<file path="src/rtl/multicycle_controller_if.sv">
// Unified memory port handshake between the controller and memory.
// master: controller drives mem_req/mem_we; slave: memory drives mem_ready.
interface multicycle_controller_if;
    logic mem_req;
    logic mem_we;
    logic mem_ready;

    modport master (
        output mem_req,
        output mem_we,
        input  mem_ready
    );

    modport slave (
        input  mem_req,
        input  mem_we,
        output mem_ready
    );
endinterface

</file>
<file path="src/rtl/multicycle_controller.sv">
// Multi-cycle MIPS control FSM: FETCH/DECODE/EXEC/MEM/WB/TRAP sequencing,
// one shared memory port (mem.*), PC/IR strobes, retired-instruction count.
// Ports: clock, reset (async, active-low), run, op, func, zero, mem (master),
//   ir_write, pc_write, pc_src, reg_write, regdst, alusrc, memtoreg,
//   state, trap, mem_err, instr_count.
// Optional: MC_TIMEOUT_EN enables the memory-wait watchdog (sets mem_err).
module multicycle_controller #(
    parameter int CNT_W          = 32,
    parameter int TIMEOUT_CYCLES = 255
) (
    input  logic                   clock,
    input  logic                   reset,
    input  logic                   run,
    input  logic [5:0]             op,
    input  logic [5:0]             func,
    input  logic                   zero,
    multicycle_controller_if.master mem,
    output logic                   ir_write,
    output logic                   pc_write,
    output logic [1:0]             pc_src,
    output logic                   reg_write,
    output logic                   regdst,
    output logic                   alusrc,
    output logic                   memtoreg,
    output logic [2:0]             state,
    output logic                   trap,
    output logic                   mem_err,
    output logic [CNT_W-1:0]       instr_count
);

    typedef enum logic [2:0] {
        S_FETCH  = 3'd0,
        S_DECODE = 3'd1,
        S_EXEC   = 3'd2,
        S_MEM    = 3'd3,
        S_WB     = 3'd4,
        S_TRAP   = 3'd5
    } state_e;

    localparam logic [5:0] OP_R    = 6'h00;
    localparam logic [5:0] OP_J    = 6'h02;
    localparam logic [5:0] OP_BEQ  = 6'h04;
    localparam logic [5:0] OP_ADDI = 6'h08;
    localparam logic [5:0] OP_ORI  = 6'h0D;
    localparam logic [5:0] OP_LW   = 6'h23;
    localparam logic [5:0] OP_SW   = 6'h2B;
    localparam logic [5:0] FN_JR   = 6'h08;

    function automatic logic f_jr(input logic [5:0] o, input logic [5:0] f);
        return (o == OP_R) && (f == FN_JR);
    endfunction

    function automatic logic f_imm(input logic [5:0] o);
        return (o == OP_LW) || (o == OP_SW) || (o == OP_ADDI) || (o == OP_ORI);
    endfunction

    function automatic logic f_exec(input logic [5:0] o);
        return (o == OP_R) || (o == OP_BEQ) || f_imm(o);
    endfunction

    state_e           state_q, state_d;
    logic [5:0]       op_q, op_d;
    logic [5:0]       func_q, func_d;
    logic [CNT_W-1:0] cnt_q, cnt_d;
    logic             mem_req_q, mem_req_d;
    logic             mem_we_q, mem_we_d;
    logic             jmp_q, jmp_d;
    logic             br_q, br_d;
    logic [1:0]       pc_src_q, pc_src_d;
    logic             reg_write_q, reg_write_d;
    logic             regdst_q, regdst_d;
    logic             alusrc_q, alusrc_d;
    logic             memtoreg_q, memtoreg_d;
    logic             trap_q, trap_d;
    logic             hs;
    logic             fetch_done;
    logic             retire;
    logic             tmo_hit;

    // mem_ready only counts while a request is actually outstanding
    assign hs         = mem_req_q & mem.mem_ready;
    assign fetch_done = (state_q == S_FETCH) & hs;

`ifdef MC_TIMEOUT_EN
    localparam int TW = $clog2(TIMEOUT_CYCLES + 1);

    logic [TW-1:0] tmo_q, tmo_d;
    logic          mem_err_q;
    logic          wait_c;

    assign wait_c  = mem_req_q & ~mem.mem_ready;
    assign tmo_hit = wait_c & (tmo_q == TW'(TIMEOUT_CYCLES - 1));

    always_comb begin
        tmo_d = tmo_q;
        if ((state_d != state_q) || tmo_hit) begin
            tmo_d = '0;
        end else if (wait_c) begin
            tmo_d = tmo_q + 1'b1;
        end
    end

    always_ff @(posedge clock or negedge reset) begin
        if (!reset) begin
            tmo_q     <= '0;
            mem_err_q <= 1'b0;
        end else begin
            tmo_q <= tmo_d;
            if (tmo_hit) begin
                mem_err_q <= 1'b1;
            end
        end
    end

    assign mem_err = mem_err_q;
`else
    logic unused_tmo;

    assign tmo_hit    = 1'b0;
    assign unused_tmo = (TIMEOUT_CYCLES == 0);
    assign mem_err    = 1'b0;
`endif

    always_comb begin
        state_d = state_q;
        op_d    = op_q;
        func_d  = func_q;
        retire  = 1'b0;
        case (state_q)
            S_FETCH: begin
                if (hs) begin
                    state_d = S_DECODE;
                    op_d    = op;
                    func_d  = func;
                end
            end
            S_DECODE: begin
                if ((op_q == OP_J) || f_jr(op_q, func_q)) begin
                    state_d = S_FETCH;
                    retire  = 1'b1;
                end else if (f_exec(op_q)) begin
                    state_d = S_EXEC;
                end else begin
                    state_d = S_TRAP;
                end
            end
            S_EXEC: begin
                if (op_q == OP_BEQ) begin
                    state_d = S_FETCH;
                    retire  = 1'b1;
                end else if ((op_q == OP_LW) || (op_q == OP_SW)) begin
                    state_d = S_MEM;
                end else begin
                    state_d = S_WB;
                end
            end
            S_MEM: begin
                if (hs) begin
                    if (op_q == OP_SW) begin
                        state_d = S_FETCH;
                        retire  = 1'b1;
                    end else begin
                        state_d = S_WB;
                    end
                end
            end
            S_WB: begin
                state_d = S_FETCH;
                retire  = 1'b1;
            end
            S_TRAP: begin
                state_d = S_TRAP;
            end
            default: begin
                state_d = S_FETCH;
            end
        endcase
        // watchdog abort: drop the request, do not retire
        if (tmo_hit) begin
            state_d = S_FETCH;
            retire  = 1'b0;
        end
    end

    // Registered outputs are decoded from the state being entered,
    // so each strobe is valid for the whole cycle of that state.
    always_comb begin
        cnt_d       = cnt_q + {{(CNT_W-1){1'b0}}, retire};
        mem_req_d   = ((state_d == S_FETCH) & run) | (state_d == S_MEM);
        mem_we_d    = (state_d == S_MEM) & (op_d == OP_SW);
        jmp_d       = (state_d == S_DECODE) &
                      ((op_d == OP_J) | f_jr(op_d, func_d));
        br_d        = (state_d == S_EXEC) & (op_d == OP_BEQ);
        alusrc_d    = ((state_d == S_EXEC) | (state_d == S_MEM) |
                       (state_d == S_WB)) & f_imm(op_d);
        reg_write_d = (state_d == S_WB);
        regdst_d    = (state_d == S_WB) & (op_d == OP_R);
        memtoreg_d  = (state_d == S_WB) & (op_d == OP_LW);
        trap_d      = trap_q | (state_d == S_TRAP);
        pc_src_d    = 2'd0;
        if ((state_d == S_DECODE) && (op_d == OP_J)) begin
            pc_src_d = 2'd2;
        end else if ((state_d == S_DECODE) && f_jr(op_d, func_d)) begin
            pc_src_d = 2'd3;
        end else if (br_d) begin
            pc_src_d = 2'd1;
        end
    end

    always_ff @(posedge clock or negedge reset) begin
        if (!reset) begin
            state_q     <= S_FETCH;
            op_q        <= '0;
            func_q      <= '0;
            cnt_q       <= '0;
            mem_req_q   <= 1'b0;
            mem_we_q    <= 1'b0;
            jmp_q       <= 1'b0;
            br_q        <= 1'b0;
            pc_src_q    <= 2'd0;
            reg_write_q <= 1'b0;
            regdst_q    <= 1'b0;
            alusrc_q    <= 1'b0;
            memtoreg_q  <= 1'b0;
            trap_q      <= 1'b0;
        end else begin
            state_q     <= state_d;
            op_q        <= op_d;
            func_q      <= func_d;
            cnt_q       <= cnt_d;
            mem_req_q   <= mem_req_d;
            mem_we_q    <= mem_we_d;
            jmp_q       <= jmp_d;
            br_q        <= br_d;
            pc_src_q    <= pc_src_d;
            reg_write_q <= reg_write_d;
            regdst_q    <= regdst_d;
            alusrc_q    <= alusrc_d;
            memtoreg_q  <= memtoreg_d;
            trap_q      <= trap_d;
        end
    end

    // fetch strobes coincide with the completing memory beat;
    // beq redirect follows the ALU zero flag computed in EXEC
    assign ir_write    = fetch_done;
    assign pc_write    = jmp_q | (br_q & zero) | fetch_done;
    assign pc_src      = pc_src_q;
    assign reg_write   = reg_write_q;
    assign regdst      = regdst_q;
    assign alusrc      = alusrc_q;
    assign memtoreg    = memtoreg_q;
    assign state       = state_q;
    assign trap        = trap_q;
    assign instr_count = cnt_q;
    assign mem.mem_req = mem_req_q;
    assign mem.mem_we  = mem_we_q;

endmodule

</file>
<file path="src/flat_wrapper.sv">
// flat-port wrapper written by rule: the top's interface ports become plain ports
module multicycle_controller_flat 
#(
    parameter int CNT_W          = 32,
    parameter int TIMEOUT_CYCLES = 255
)
  (clock, reset, run, op, func, zero, ir_write, pc_write, pc_src, reg_write, regdst, alusrc, memtoreg, state, trap, mem_err, instr_count, mem_mem_req, mem_mem_we, mem_mem_ready);
  multicycle_controller_if mem_i ();
  input  logic clock;
  input  logic reset;
  input  logic run;
  input  logic [5:0] op;
  input  logic [5:0] func;
  input  logic zero;
  output logic ir_write;
  output logic pc_write;
  output logic [1:0] pc_src;
  output logic reg_write;
  output logic regdst;
  output logic alusrc;
  output logic memtoreg;
  output logic [2:0] state;
  output logic trap;
  output logic mem_err;
  output logic [CNT_W-1:0] instr_count;
  output wire logic [$bits(mem_i.mem_req)-1:0] mem_mem_req;
  output wire logic [$bits(mem_i.mem_we)-1:0] mem_mem_we;
  input wire logic [$bits(mem_i.mem_ready)-1:0] mem_mem_ready;
  assign mem_mem_req = mem_i.mem_req;
  assign mem_mem_we = mem_i.mem_we;
  assign mem_i.mem_ready = mem_mem_ready;
  multicycle_controller #(.CNT_W(CNT_W), .TIMEOUT_CYCLES(TIMEOUT_CYCLES)) u_core (.clock(clock), .reset(reset), .run(run), .op(op), .func(func), .zero(zero), .mem(mem_i), .ir_write(ir_write), .pc_write(pc_write), .pc_src(pc_src), .reg_write(reg_write), .regdst(regdst), .alusrc(alusrc), .memtoreg(memtoreg), .state(state), .trap(trap), .mem_err(mem_err), .instr_count(instr_count));
endmodule
</file>
<file path="config.mk">
export PLATFORM = sky130hd
export DESIGN_NAME = multicycle_controller_flat
export DESIGN_NICKNAME = d
export VERILOG_FILES = /design/src/rtl/multicycle_controller_if.sv /design/src/rtl/multicycle_controller.sv /design/src/flat_wrapper.sv
export SDC_FILE = /design/constraint.sdc
export NUM_CORES = 1
export LEC_CHECK = 0
export ABC_AREA = 1
export ABC_CLOCK_PERIOD_IN_PS = 3500
export BUFFER_PORTS_ARGS = -buffer_cell sky130_fd_sc_hd__buf_2
export CORE_ASPECT_RATIO = 0.5
export CORE_UTILIZATION = 30
export DETAILED_ROUTE_END_ITERATION = 8
export PLACE_DENSITY = 0.56
export SLEW_MARGIN = 0
export SYNTH_ARGS = -nofsm -noshare
export SYNTH_HDL_FRONTEND = slang
export SYNTH_SLANG_ARGS = --single-unit
</file>
<file path="constraint.sdc">
create_clock -name clock -period 3.5 [get_ports clock]
set_clock_uncertainty 0.15 [all_clocks]
set_input_delay 0.175 -clock clock [delete_from_list [all_inputs] [get_ports clock]]
set_output_delay 0.175 -clock clock [all_outputs]
set_load 0.03 [all_outputs]
</file>
==> results.json <==
{
  "status": "finished clean",
  "yosys.area_share.simple_pct": 33.6,
  "vias": 2640,
  "ys.flop_type": "dfrtp_1",
  "io_pins": 64,
  "synthCells": 369,
  "clock.fmax_mhz": 328,
  "synth.area.top_cells": "dfrtp_1 47%, nand2_1 9.2%, nor2_1 7.2%",
  "clkSinkCount": 58,
  "rsz0062_at_grt": "no",
  "drive_gt1_share_pct": 24.7,
  "cp_cell_sequence": "nor2_1 -> nand3_1 -> nor2_1 -> o21ai_0 -> o21a_1 -> o311ai_0 -> ha_1 -> ha_1 -> nand3_2 -> nor2_2 -> nand2_2 -> nor2_4 -> nand2_2 -> nor2_2 -> nand2_1 -> nor2_1 -> nand2_1 -> and2_1",
  "area_growth_pct": 28.0,
  "synth_nets": 388,
  "critPathTopFamily": "simple AND/OR/NAND/NOR gates",
  "viasPerCell": 4.45,
  "synth_edf_count": 0,
  "cp_num_buf_inv": 0,
  "rows": 25,
  "syn_area_per_cell_um2": 8.37,
  "die_h_um": 73.8,
  "tightest_slew_ns": 0.886,
  "ys_warn_count": 0,
  "gr-total-overflow": 0,
  "drc": 0,
  "drtIter0Drc": 138,
  "grt.total_usage_pct": 15.4,
  "critPathRequiredTime_ns": 3.56,
  "diodes": 0,
  "synth_xor_xnor_area_share_pct": 8.22,
  "grt_pass1_vias": 2546,
  "netlist_area_mm2": 0.00309,
  "synth_cell_types": 33,
  "cp_data_arrival_time_ns": 3.11,
  "synth_compound_area_share_pct": 4.58,
  "drt_wl_total_um": 7330,
  "fp.coreArea_mm2": 0.00973,
  "period_minus_slack_ns": 3.05,
  "fill_cells": 997,
  "clk_pin_slew_worst_paths_ns": 0.05,
  "die_area_mm2": 0.0107,
  "synth-seq-cells": 58,
  "hp-class": "input port to flip-flop",
  "cts-root-buf": "clkbuf_16",
  "dpl.hpwl_um": 5670,
  "min_period_over_period_pct": 87.1,
  "hold_ws_ns": 0.0681,
  "drt_pass1_iterations": 4,
  "clk_latency_ns": 0.33,
  "hold_viol": 0,
  "slew_headroom_pct": 40.9,
  "leakage_nw": 2.00,
  "cts_tree": "built",
  "multi_input_area_mm2": 0.00146,
  "ctsResizeCount": 0,
  "avgRoutedWirePerCell_um": 12.4,
  "fin_tns_setup_ns": 0,
  "antenna_left": 0,
  "setup_viol": 0,
  "total_power_mw": 2.67,
  "path_common_cell": "nor2_1",
  "cap_violations": 0,
  "crit_type": "flip-flop to flip-flop",
  "ys_seq_area_share_pct": 47.0,
  "synth_top_area_share_pct": 47.0,
  "post_cts_buffers": 0,
  "yosysTopAreaCell": "dfrtp_1",
  "cts_hold_buffers": 13,
  "crit_fanout": 6,
  "power.density_mw_per_mm2": 676,
  "nets": 473,
  "slowest_delay_ns": 0.46,
  "chipWidth_um": 146,
  "slowest_stage": "dfrtp_1",
  "h-tree-depth": 3,
  "cp-end-kind": "flip-flop",
  "start_util_pct": 31.8,
  "async_flop_share_pct": 100,
  "gp_congestion": 0.913,
  "critical_path.startpoint_type": "flip-flop",
  "synth_top_family_by_area": "simple AND/OR/NAND/NOR gates",
  "seq_area_mm2": 0.00145,
  "grt_pass1_wl_um": 12500,
  "synth_fa_ha_area_share_pct": 0.810,
  "port_buffers": 62,
  "slew_viol_final": 0,
  "cts_buffers": 9,
  "synth.area.mux_share_pct": 0,
  "grt_start_max_net_pins": 40,
  "clk_path_buf_depth": 2,
  "irDropWorstVdd_mv": 0.245,
  "grt_antenna_before_repair": 0
}
==> final timing paths <==
kind / startpoint / end / slack (ns) / cells after the start
min in group asynchronous: reset / u_core.func_q[1] / 0.36 / 2
worst min-delay path: op[2] / u_core.op_q[2] / 0.07 / 3
max in group asynchronous: reset / u_core.mem.mem_req / 2.05 / 3
worst min register to register: u_core.trap / u_core.trap / 0.32 / 1
worst max register to register: u_core.op_q[1] / u_core.instr_count[18] / 0.45 / 18
worst max-delay path: u_core.op_q[1] / u_core.instr_count[18] / 0.45 / 18
==> final cells by class <==
class	count	share of cell area (%)
multi-input combinational	269	37.0
sequential	58	36.7
timing repair buffer	77	11.5
clock buffer	12	6.49
tap	135	4.27
inverter	39	3.70
clock inverter	3	0.380
==> placed cells by master (no fill, tap or decap), types with 3 or more instances in the layout <==
cell type	n
nor2_1	59
nand2_1	76
inv_1	37
nand3_1	26
xor2_1	18
nand2_2	5
nand3_2	3
xnor2_1	11
nor4_1	5
clkbuf_16	9
nand4_1	10
nand2_4	3
nor3_1	10
buf_2	62
nor2_2	9
o21ai_2	6
clkinv_2	3
dlygate4sd3_1	13
dfrtp_1	58
o21ai_0	9
==> cells in the mapped netlist (all sizes together) (2+ instances only) <==
library cell   n
a21oi          2
buf            3
dfrtp         58
ha             2
inv           39
nand2         84
nand3         30
nand4         10
nor2          71
nor3          12
nor4           5
o21ai         17
xnor2         11
xor2          18
==> cell families after synthesis <==
group	Yosys count
fa+ha+maj	2
xor+xnor	29
buf+inv	42
flops	58
simple gates	215
other cells	1
compound gates	22
==> tightest hold or removal path, cell delays in order <==
cell     delay (ns)
buf_2          0.08
o21ai_1        0.13
inv_1          0.11
==> metal layers <==
layer / GRT usage, % / vias up / part of all wire (%)
li1: - / 1357 / -
met3: 4.53 / 9 / 5.3
met2: 24.8 / 71 / 45
met4: 5.96 / 0 / 1.2
met5: 0 / - / 0
met1: 19.6 / 1203 / 48
==> per-stage QoR <==
| step | cell area [µm²] | util (%) | worst slack (ns) | cells |
|---|---|---|---|---|
| floorplan | 3090 | - | 0.494 | 369 |
| finish | 3960 | 40.7 | 0.452 | 593 |
| detailed placement | 3550 | 36.5 | 0.470 | 565 |
| CTS | 3960 | 40.7 | 0.445 | 593 |
| global route | 3960 | 40.7 | 0.0619 | 593 |
| global placement | 3550 | 36.5 | 0.516 | 565 |
==> state kept, by name, indices dropped and copies added, names as in the netlist <==
register,cells
u_core.func_q,6
u_core.state,3
u_core.mem.mem_we,1
u_core.alusrc,1
u_core.instr_count,32
u_core.br_q,1
u_core.mem.mem_req,1
u_core.jmp_q,1
u_core.trap,1
u_core.reg_write,1
u_core.pc_src,2
u_core.op_q,6
u_core.memtoreg,1
u_core.regdst,1
==> power breakdown <==
part	internal, mW	switching, mW
Sequential	0.806	0.123
Clock	0.508	0.282
Combinational	0.299	0.656
Total	1.61	1.06
(Power assumes the default switching activity.)
